## src/rtl/bp_be_issue_queue.sv

```systemverilog
// Circular issue buffer between the frontend queue and the backend hazard detector.
// Keeps separate write, speculative-read and committed pointers so issued work can be replayed.
module bp_be_issue_queue #(
  parameter int els_p = 8,
  parameter int data_width_p = 64,
  localparam int ptr_width_lp = $clog2(els_p) + 1
) (
  input  logic                    clk_i,
  input  logic                    reset_i,
  input  logic                    fe_v_i,
  input  logic [data_width_p-1:0] fe_data_i,
  output logic                    fe_ready_o,
  output logic                    issue_v_o,
  output logic [data_width_p-1:0] issue_data_o,
  input  logic                    dispatch_v_i,
  input  logic                    commit_v_i,
  input  logic                    roll_v_i,
  input  logic                    clr_v_i,
  output logic                    credits_full_o,
  output logic                    credits_empty_o,
  output logic [ptr_width_lp-1:0] outstanding_o
);

  localparam int idx_width_lp = ptr_width_lp - 1;
  localparam logic [ptr_width_lp-1:0] els_lp = ptr_width_lp'(els_p);

  logic [data_width_p-1:0] mem [els_p];
  logic [ptr_width_lp-1:0] wptr, rptr, cptr;
  logic [ptr_width_lp-1:0] wptr_n, rptr_n, cptr_n;
  logic full, enq, deq, cmt;

  // Status comes from registered pointers only, so a same-cycle commit cannot raise ready.
  assign full            = ((wptr - cptr) == els_lp);
  assign fe_ready_o      = ~full;
  assign credits_full_o  = full;
  assign credits_empty_o = (wptr == cptr);
  assign issue_v_o       = (rptr != wptr);
  assign issue_data_o    = mem[rptr[idx_width_lp-1:0]];
  assign outstanding_o   = rptr - cptr;

  assign enq = fe_v_i & fe_ready_o & ~clr_v_i;
  assign deq = dispatch_v_i & issue_v_o & ~roll_v_i & ~clr_v_i;
  assign cmt = commit_v_i & (rptr != cptr) & ~clr_v_i;

  // Roll lands on the committed pointer including any commit happening this cycle.
  always_comb begin
    wptr_n = wptr;
    cptr_n = cptr;
    rptr_n = rptr;
    if (clr_v_i) begin
      wptr_n = '0;
      cptr_n = '0;
      rptr_n = '0;
    end else begin
      if (enq) wptr_n = wptr + 1'b1;
      if (cmt) cptr_n = cptr + 1'b1;
      if (roll_v_i)
        rptr_n = cptr_n;
      else if (deq)
        rptr_n = rptr + 1'b1;
    end
  end

  always_ff @(posedge clk_i) begin
    if (reset_i) begin
      wptr <= '0;
      rptr <= '0;
      cptr <= '0;
    end else begin
      wptr <= wptr_n;
      rptr <= rptr_n;
      cptr <= cptr_n;
    end
  end

  always_ff @(posedge clk_i) begin
    if (enq)
      mem[wptr[idx_width_lp-1:0]] <= fe_data_i;
  end

  els_pow2_a: assert property (@(posedge clk_i) ((els_p & (els_p - 1)) == 0));

endmodule

```

## config.mk

```make
export PLATFORM = sky130hd
export DESIGN_NAME = bp_be_issue_queue
export DESIGN_NICKNAME = d
export VERILOG_FILES = /design/src/rtl/bp_be_issue_queue.sv
export SDC_FILE = /design/constraint.sdc
export NUM_CORES = 1
export LEC_CHECK = 0
export CORE_ASPECT_RATIO = 0.5
export CORE_UTILIZATION = 53
export CTS_CLUSTER_SIZE = 10
export DETAILED_ROUTE_END_ITERATION = 10
export PLACE_DENSITY = 0.76
export REMOVE_ABC_BUFFERS = 1
export SLEW_MARGIN = 20
export SYNTH_ARGS = -nofsm -noshare
export SYNTH_HDL_FRONTEND = slang
export SYNTH_SLANG_ARGS = --single-unit
```

## constraint.sdc

```tcl
create_clock -name clk_i -period 9.1 [get_ports clk_i]
set_input_delay 1.365 -clock clk_i [delete_from_list [all_inputs] [get_ports clk_i]]
set_output_delay 1.365 -clock clk_i [all_outputs]
set_load 0.01 [all_outputs]
```

==> flow_summary.toml, run 1 <==
[synthesis]
yosysSeqAreaShare = 0.777
async_flop_share = 0
yosysTopAreaCellShare = 0.762
synthCells = 858
synthTopCellsByArea = "edfxtp_1 76%, mux4_2 14%, mux2_2 3.6%"
synth-main-ff-cell = "edfxtp_1"
synth_edf_count = 512
yosys.area.top_type = "edfxtp_1"
avgSynthCellArea_sq_um = 23.5
ys_ff_latch = 527
yosysWarnings = 0
syn_area_sq_um = 20200
synth_cell_types = 43

[setup_path]
critPathRequiredTime_ps = 7740
reg2reg_depth = 8
cp.arrival_ps = 3650
worstPathMaxFanout = 70
cp-end-kind = "output pin"
critPathSlowestCell = "buf_4"
cp-start-kind = "flip-flop"
crit_chain = "buf_4, mux4_2, mux2_2, clkdlybuf4s50_1"
criticalPathCategory = "flip-flop to output pin"
max_stage_delay_ps = 890

[clocking]
cts.sinks = 527
htreeDepth = 2
cts_resized = 0
tritoncts = "yes"
cts_setup_buffers = 0
cts_buffers = 58
clkSlewWorstSetupHoldPaths_ps = 50
clk_latency_ps = 570
cts_hold_buffers = 0
ctsRootBufferMaster = "clkbuf_16"
clock_path_buffers = 3

[detailed_routing]
via_per_inst = 5.85
drt_iter0_drc = 699
drc = 2
post_drt_wl_per_cell_um = 24.4
routed_wl_um = 38000
vias = 9101
postRouteAntennaNets = 0
drt_pre_antenna_iters = 9

[timing]
post-route-min-period_ps = 5020
slew_headroom = 0.278
finClkSkew_ps = 15.2
finalCritPeriodShare = 0.551
setup_viol = 0
hold_viol = 0
grt_setup_unrepaired = "false"
final_max_slew_viol_count = 0
worst_slew_pin_slew_ps = 1080
timing.fmax_ghz = 0.199
fin_tns_setup_ps = 0

[finish]
drive_gt1_frac = 0.270
finalNetCount = 1116
insertedDiodeCount = 0
finish.utilization = 0.637
area_delta_synth_final_pct = 18.2
nFillCells = 2421
final_cells = 1555

[power_and_ir_drop]
leakagePower_uw = 0.00736
vdd.ir_drop.worst_uv = 137
power_uw = 5000
p_per_area_nw_per_um2 = 210

[job]
maxCapViolCount = 0

[placed_design]
hpwl_um = 20300
place.gp.congestion = 0.758
io_buffer_count = 142
dp.cells = 1469

[global_routing]
grtUsageTotal = 0.200
antenna_found_initial = 0
grt_overflow = 0
first_global_vias = 9742
grt_start_max_net_pins = 99
grt_pass1_wl_um = 58200

[floorplan]
fp-row-count = 50
die-area_sq_um = 38900
initial_core_util = 0.538
ios = 143
core_sq_um = 37500
chipHeight_um = 140
die_x_um = 278

[outcome]
status = "finished, violations left"
violations = "design-rule violations"

[worst_hold_path]
holdPathStages = 2
hp-class = "flip-flop to flip-flop"
[kinds of logic after synthesis]
group / share of synthesized area
muxes: 0.180
xor gates and xnor gates: 0.00651
adders and majority gates: 0.00657
AOI/OAI and AO/OA: 0.00781
DFF: 0.777
buffers and inverters: 0.0104
and+or+nand+nor: 0.0118
[synthesized netlist by cell type, types with 2 or more instances]
cell	instances
nor4_1	2
buf_1	2
inv_1	11
ha_1	9
nand2_1	4
or2_2	2
mux2i_1	3
nand3b_1	2
nand4_1	2
and3_1	3
buf_2	14
o31ai_1	2
a21oi_1	4
nor2b_1	2
mux2_2	64
o211ai_1	2
a211oi_1	3
nand2b_1	2
o21ai_0	2
xor2_1	4
dfxtp_1	15
xnor2_1	11
clkbuf_1	23
or3_1	2
mux4_2	128
nor2_1	12
edfxtp_1	512
[per-stage QoR]
stage	instance area, sq um	hold WS [ps]	setup slack, ps
5_1_grt	23900	582	3900
3_5_place_dp	22200	538	4590
2_1_floorplan	20000	503	210
3_3_place_gp	22200	542	4610
6_report	23900	556	4080
4_1_cts	23900	550	3980
[sequential cells by signal, indices dropped and copies added, names as in the netlist, named ones only]
register and count:
mem 512, cptr 4, rptr 4, wptr 4
[critical path: cells and delay by family, from the launching register on]
family                 cells  cell delay [ps]
muxes                      2              710
buffers and inverters      2             1410
DFF                        1              880
[cell usage in the layout (no fill, tap or decap), drive strengths merged, types with 3 or more instances in the layout]
| cell | Yosys | final |
|---|---|---|
| mux2 | 64 | 64 |
| xnor2 | 11 | 11 |
| buf | 16 | 15 |
| or2 | 3 | 3 |
| clkdlybuf4s50 | 0 | 142 |
| mux2i | 3 | 3 |
| inv | 11 | 11 |
| nor2 | 12 | 12 |
| a21oi | 4 | 4 |
| nand2 | 4 | 4 |
| clkbuf | 24 | 85 |
| edfxtp | 512 | 512 |
| ha | 9 | 9 |
| or3 | 3 | 3 |
| a211oi | 3 | 3 |
| dfxtp | 15 | 15 |
| xor2 | 4 | 4 |
| and3 | 3 | 3 |
| mux4 | 128 | 128 |
[metal layers]
metal,vias up,GRT usage,part of all wire
li1,3974,-,-
met1,4831,0.282,0.43
met2,240,0.333,0.51
met3,56,0.0319,0.045
met4,0,0.0465,0.017
met5,-,0,0
[power by group]
group          total, uW  leakage, uW  internal, uW  switching (uW)
logic                258      0.00183           143             114
clock network       2040     0.000784          1200             838
registers           2700      0.00475          2690            15.0
[layout make-up]
cell class	instances	area (sq um)	area share
multi-input cells	280	4350	0.182
clock buffers	85	1620	0.0678
repair buffers	157	1550	0.0648
flip-flops and latches	527	15700	0.657
well taps	494	618	0.0259
clock inverters	1	5.00	0.000210
inverters	11	41.3	0.00173
[final timing paths]
kind / to / slack, ps / start
hold / removal: cptr[3]$_SDFF_PP0_ / 560 / cptr[3]$_SDFF_PP0_
setup / recovery: issue_data_o[14] / 4080 / flip-flop
setup reg to reg: mem[7][45]$_DFFE_PP_ / 5240 / wptr[0]$_SDFFE_PP0P_
hold reg to reg: cptr[3]$_SDFF_PP0_ / 560 / cptr[3]$_SDFF_PP0_
Note: power is estimated with default switching activity, not from simulation.
==> run 2: changes to the inputs <==
Settings changed: CORE_UTILIZATION 53 to 58, PLACE_DENSITY 0.76 to 0.79.
Clock period 9.1 ns to 4.9 ns, I/O delays scaled along.
==> run 2 against run 1 <==
The run now ends clean; critical endpoint is now credits_full_o; critical path type unchanged; combinational power increased by 90%; die area decreased by 8.5%; sequential power increased by 86%.
==> flow_summary.toml, run 2 (synthesized netlist as in run 1, its figures left out) <==
[finish]
final_cells = 1530
layout.cells.most_common_list = "512 x edfxtp_1, 142 x clkdlybuf4s50_1, 128 x mux4_2, 64 x mux2_2, 61 x clkbuf_16"
area_delta_synth_final_pct = 18.6
design_area_sq_um = 23900
largest_reg_flops = 512
finalNetCount = 1119
final_common_cell = "edfxtp_1"
drive_gt1_frac = 0.273

[clocking]
cts_hold_buffers = 0
ctsRootBufferMaster = "clkbuf_16"
clock_path_buffers = 3
cts_buffers = 58
clk_latency_ps = 580
cts_resized = 0
tritoncts = "yes"
htreeDepth = 2
cts_setup_buffers = 0
cts.sinks = 527
clkSlewWorstSetupHoldPaths_ps = 60

[detailed_routing]
routed_wl_um = 39800
drc = 0
vias = 9320
postRouteAntennaNets = 0
via_per_inst = 6.09
drt_iter0_drc = 844
post_drt_wl_per_cell_um = 26.0
drt_pre_antenna_iters = 5

[timing]
hold_viol = 0
final_max_slew_viol_count = 0
finalCritPeriodShare = 0.792
finClkSkew_ps = 20.7
holdWs_ps = 554
grt_setup_unrepaired = "false"
post-route-min-period_ps = 3880
worst_slew_pin_slew_ps = 1110
setup_viol = 0
timing.fmax_ghz = 0.258
slew_headroom = 0.259

[global_routing]
grt_overflow = 0
grtUsageTotal = 0.232
grt_util_met2 = 0.407
grt_start_max_net_pins = 65
grt_pass1_wl_um = 60400
first_global_vias = 10118
globalRoute.busiestLayer = "met2"
grtUsageMet1 = 0.301
antenna_found_initial = 2
met3_usage = 0.0369

[outcome]
status = "finished, final reports clean"

[job]
maxCapViolCount = 0

[floorplan]
fp-row-count = 47
initial_core_util = 0.600
die_x_um = 266
chipHeight_um = 134
core_sq_um = 33600
die-area_sq_um = 35600
ios = 143

[placed_design]
place.gp.congestion = 0.763
dpl-instance-area_sq_um = 22300
hpwl_um = 20300
io_buffer_count = 142
dp.cells = 1443

[setup_path]
cp-start-kind = "flip-flop"
critPathRequiredTime_ps = 4160
path_buf_inv = 2
cp-end-kind = "output pin"
reg2reg_from = "wptr[0]$_SDFFE_PP0P_"
max_stage_delay_ps = 600
cp_top_family = "simple AND/OR/NAND/NOR gates"
criticalPathCategory = "flip-flop to output pin"
worstPathMaxFanout = 8
cp.arrival_ps = 3140
crit_chain = "inv_1, ha_1, nand3b_1, and3b_1, or2_2, nor3_1, clkdlybuf4s50_1"
critPathLaunch = "wptr[0]$_SDFFE_PP0P_"
critPathSlowestCell = "clkdlybuf4s50_1"

[power_and_ir_drop]
p_per_area_nw_per_um2 = 389
leakagePower_uw = 0.00739
vdd.ir_drop.worst_uv = 263
power_uw = 9320

[worst_hold_path]
hp-class = "flip-flop to flip-flop"
hold_start = "cptr[3]$_SDFF_PP0_"
[run 2: cell types whose count changed in the layout (fill, tap and decap cells not counted)]
cell | before | now
buf_12 | 1 | 7
buf_4 | 14 | 11
diode_2 | 0 | 2
clkbuf_1 | 24 | 23
[run 2: area by class of cell]
type | instances | area, sq um
multi-input combinational | 280 | 4350
clock inverter | 1 | 5.00
sequential | 527 | 15700
timing repair buffer | 160 | 1640
tap | 465 | 582
inverter | 11 | 41.3
antenna | 2 | 5.00
fill | 1902 | 9720
clock buffer | 84 | 1610
[run 2: where the power goes]
group          switching (uW)  total [uW]  internal, uW
Sequential               29.9        5020          4990
Combinational             219         489           270
Clock                    1580        3810          2230
[run 2: stage by stage]
step | util | setup TNS (ps) | setup slack (ps)
3_3_place_gp | 0.663 | 0 | 1530
2_1_floorplan | - | -857000 | -3830
5_1_grt | 0.711 | 0 | 850
6_report | 0.711 | 0 | 1020
4_1_cts | 0.711 | 0 | 996
3_5_place_dp | 0.663 | 0 | 1450
[run 2: worst reg2reg max path: cells and delay by family, from the launching register on]
kind,cells,cell delay (ps)
buf+inv,2,690
flops,1,560
fa+ha+maj,1,260
simple gates,3,1140
compound gates,2,480
[run 2: metal layers]
metal | share of wire | vias to the layer above
li1 | - | 3979
met1 | 0.39 | 4889
met2 | 0.52 | 375
met3 | 0.060 | 77
met4 | 0.024 | 0
met5 | 0 | -
[run 2: path summary, 6_finish.rpt]
kind | to | slack, ps | depth (start not counted)
worst max-delay path | credits_full_o | 1020 | 7
worst min-delay path | cptr[3]$_SDFF_PP0_ | 550 | 2
worst max register to register | mem[7][63]$_DFFE_PP_ | 1410 | 8
worst min register to register | cptr[3]$_SDFF_PP0_ | 550 | 2
==> run 3: changes to the inputs <==
Clock period 4.9 ns to 3.75 ns, I/O delays scaled along.
==> run 3 against run 2 <==
First-iteration DRC count decreased by 5.7%; highest routed layer unchanged; combinational power is 37% higher; critical path type unchanged; utilization rose by 0.45 points; total power increased by 31%; design area grew 0.64%.
==> flow_summary.toml, run 3 (synthesized netlist as in run 1, its figures left out) <==
[timing]
grt_setup_unrepaired = "false"
final_max_slew_viol_count = 0
hold_viol = 0
post-route-min-period_ps = 3540
worst_slew_pin_slew_ps = 752
finClkSkew_ps = 17.4
holdWs_ps = 553
setup_viol = 0
finalCritPeriodShare = 0.945
slew_headroom = 0.497
timing.fmax_ghz = 0.282

[setup_path]
cp.arrival_ps = 2980
reg2reg_depth = 8
reg2reg_from = "wptr[0]$_SDFFE_PP0P_"
worstReg2RegEnd = "mem[6][49]$_DFFE_PP_"
worstPathMaxFanout = 60
critPathRequiredTime_ps = 3190
r2r_slack_ps = 720
criticalPathCategory = "flip-flop to output pin"
cp-end-kind = "output pin"
cp-start-kind = "flip-flop"

[finish]
layout.cells.most_common_list = "512 x edfxtp_1, 142 x clkdlybuf4s50_1, 128 x mux4_2, 64 x mux2_2, 61 x clkbuf_16"
drive_gt1_frac = 0.277
insertedDiodeCount = 0
area_delta_synth_final_pct = 19.3
final_common_cell = "edfxtp_1"
finalNetCount = 1123
largest_reg_flops = 512
final_cells = 1533

[floorplan]
core_sq_um = 33600
die-area_sq_um = 35600
chipHeight_um = 134
die_x_um = 266
fp-row-count = 47
ios = 143
initial_core_util = 0.600

[power_and_ir_drop]
vdd.ir_drop.worst_uv = 332
p_per_area_nw_per_um2 = 507
p_switching_uw = 2400
leakagePower_uw = 0.00745
p_int_uw = 9820
clkPwrFrac = 0.410
pwr-share-comb = 0.055
switching_share = 0.196
pwr-share-seq = 0.536

[global_routing]
grt_overflow = 0
grtUsageTotal = 0.240
antenna_found_initial = 0
grt_pass1_wl_um = 62000
grt_start_max_net_pins = 98
first_global_vias = 10146

[clocking]
cts_hold_buffers = 0
htreeDepth = 2
ctsRootBufferMaster = "clkbuf_16"
tritoncts = "yes"
clk_latency_ps = 580
clock_path_buffers = 3
cts_buffers = 58
cts_setup_buffers = 0
cts.sinks = 527
clkSlewWorstSetupHoldPaths_ps = 60

[detailed_routing]
post_drt_wl_per_cell_um = 26.9
routed_wl_um = 41300
top_layer_used = "met4"
wl_met2_um = 21400
m1WireLength_um = 16300
drc = 0
vias = 9329
postRouteAntennaNets = 0
drt_pre_antenna_iters = 5
wl_met3_um = 2780
drt_iter0_drc = 796
via_per_inst = 6.09

[worst_hold_path]
holdPathStages = 2
hold_start = "cptr[3]$_SDFF_PP0_"
hp-class = "flip-flop to flip-flop"
min_to = "cptr[3]$_SDFF_PP0_"

[placed_design]
hpwl_um = 20800
dp.cells = 1447
place.gp.congestion = 0.773
io_buffer_count = 142

[outcome]
status = "finished, final reports clean"

[job]
maxCapViolCount = 0
-- run 3: changes by cell type in the layout (fill, tap and decap cells not counted), sizes merged --
cell / previous run / this run
buf: 18 / 22
clkbuf: 84 / 86
clkinv: 1 / 0
diode: 2 / 0
-- run 3: repair_timing --
item,4_1_cts,5_1_grt
setup endpoints to repair,0,2
gates resized for setup,0,2
endpoints found under the hold margin,0,0
-- run 3: how the worst max path moves through the flow --
stage | from | cells after the start | endpoint
after floorplan | wptr[0]$_SDFFE_PP0P_ | 7 | mem[4][0]$_DFFE_PP_
after global placement | wptr[0]$_SDFFE_PP0P_ | 8 | mem[6][7]$_DFFE_PP_
after detailed placement | wptr[0]$_SDFFE_PP0P_ | 8 | mem[6][47]$_DFFE_PP_
after CTS | wptr[0]$_SDFFE_PP0P_ | 7 | credits_full_o
after global routing | wptr[0]$_SDFFE_PP0P_ | 7 | credits_full_o
final | flip-flop | 4 | issue_data_o[58]
-- run 3: area by class of cell --
cell class | instances | area [sq um]
sequential | 527 | 15700
timing repair buffer | 164 | 1790
multi-input combinational | 280 | 4350
clock buffer | 86 | 1630
fill | 1854 | 9560
tap | 465 | 582
inverter | 11 | 41.3
-- run 3: critical path: stages (launching register included) --
cell	delay, ps
dfxtp_4	460
buf_12	440
mux4_2	630
mux2_2	290
clkdlybuf4s50_1	500
-- run 3: layer usage --
| metal | vias to the layer above | GRT usage |
|---|---|---|
| met5 | - | 0 |
| met4 | 0 | 0.0699 |
| met3 | 56 | 0.0474 |
| met2 | 414 | 0.413 |
| met1 | 4868 | 0.318 |
| li1 | 3991 | - |
-- run 3: per-stage QoR --
| step | setup WS [ps] | setup TNS (ps) | instance area (sq um) | power (uW) | utilization |
|---|---|---|---|---|---|
| after floorplan | -4980 | -1334650 | 20000 | 6990 | - |
| after global placement | 699 | 0 | 22400 | 7300 | 0.667 |
| after detailed placement | 547 | 0 | 22400 | 7320 | 0.667 |
| after CTS | 25.1 | 0 | 24100 | 12300 | 0.716 |
| after global routing | 60.6 | 0 | 24100 | 12500 | 0.716 |
| final | 206 | 0 | 24100 | 12200 | 0.716 |
-- run 3: power groups by stage --
stage / registers (uW) / clock network [uW] / logic (uW)
4_1_cts: 6540 / 5070 / 673
5_1_grt: 6540 / 5290 / 705
2_1_floorplan: 6690 / 0 / 299
6_report: 6540 / 5000 / 668
3_5_place_dp: 6660 / 0 / 660
3_3_place_gp: 6660 / 0 / 643
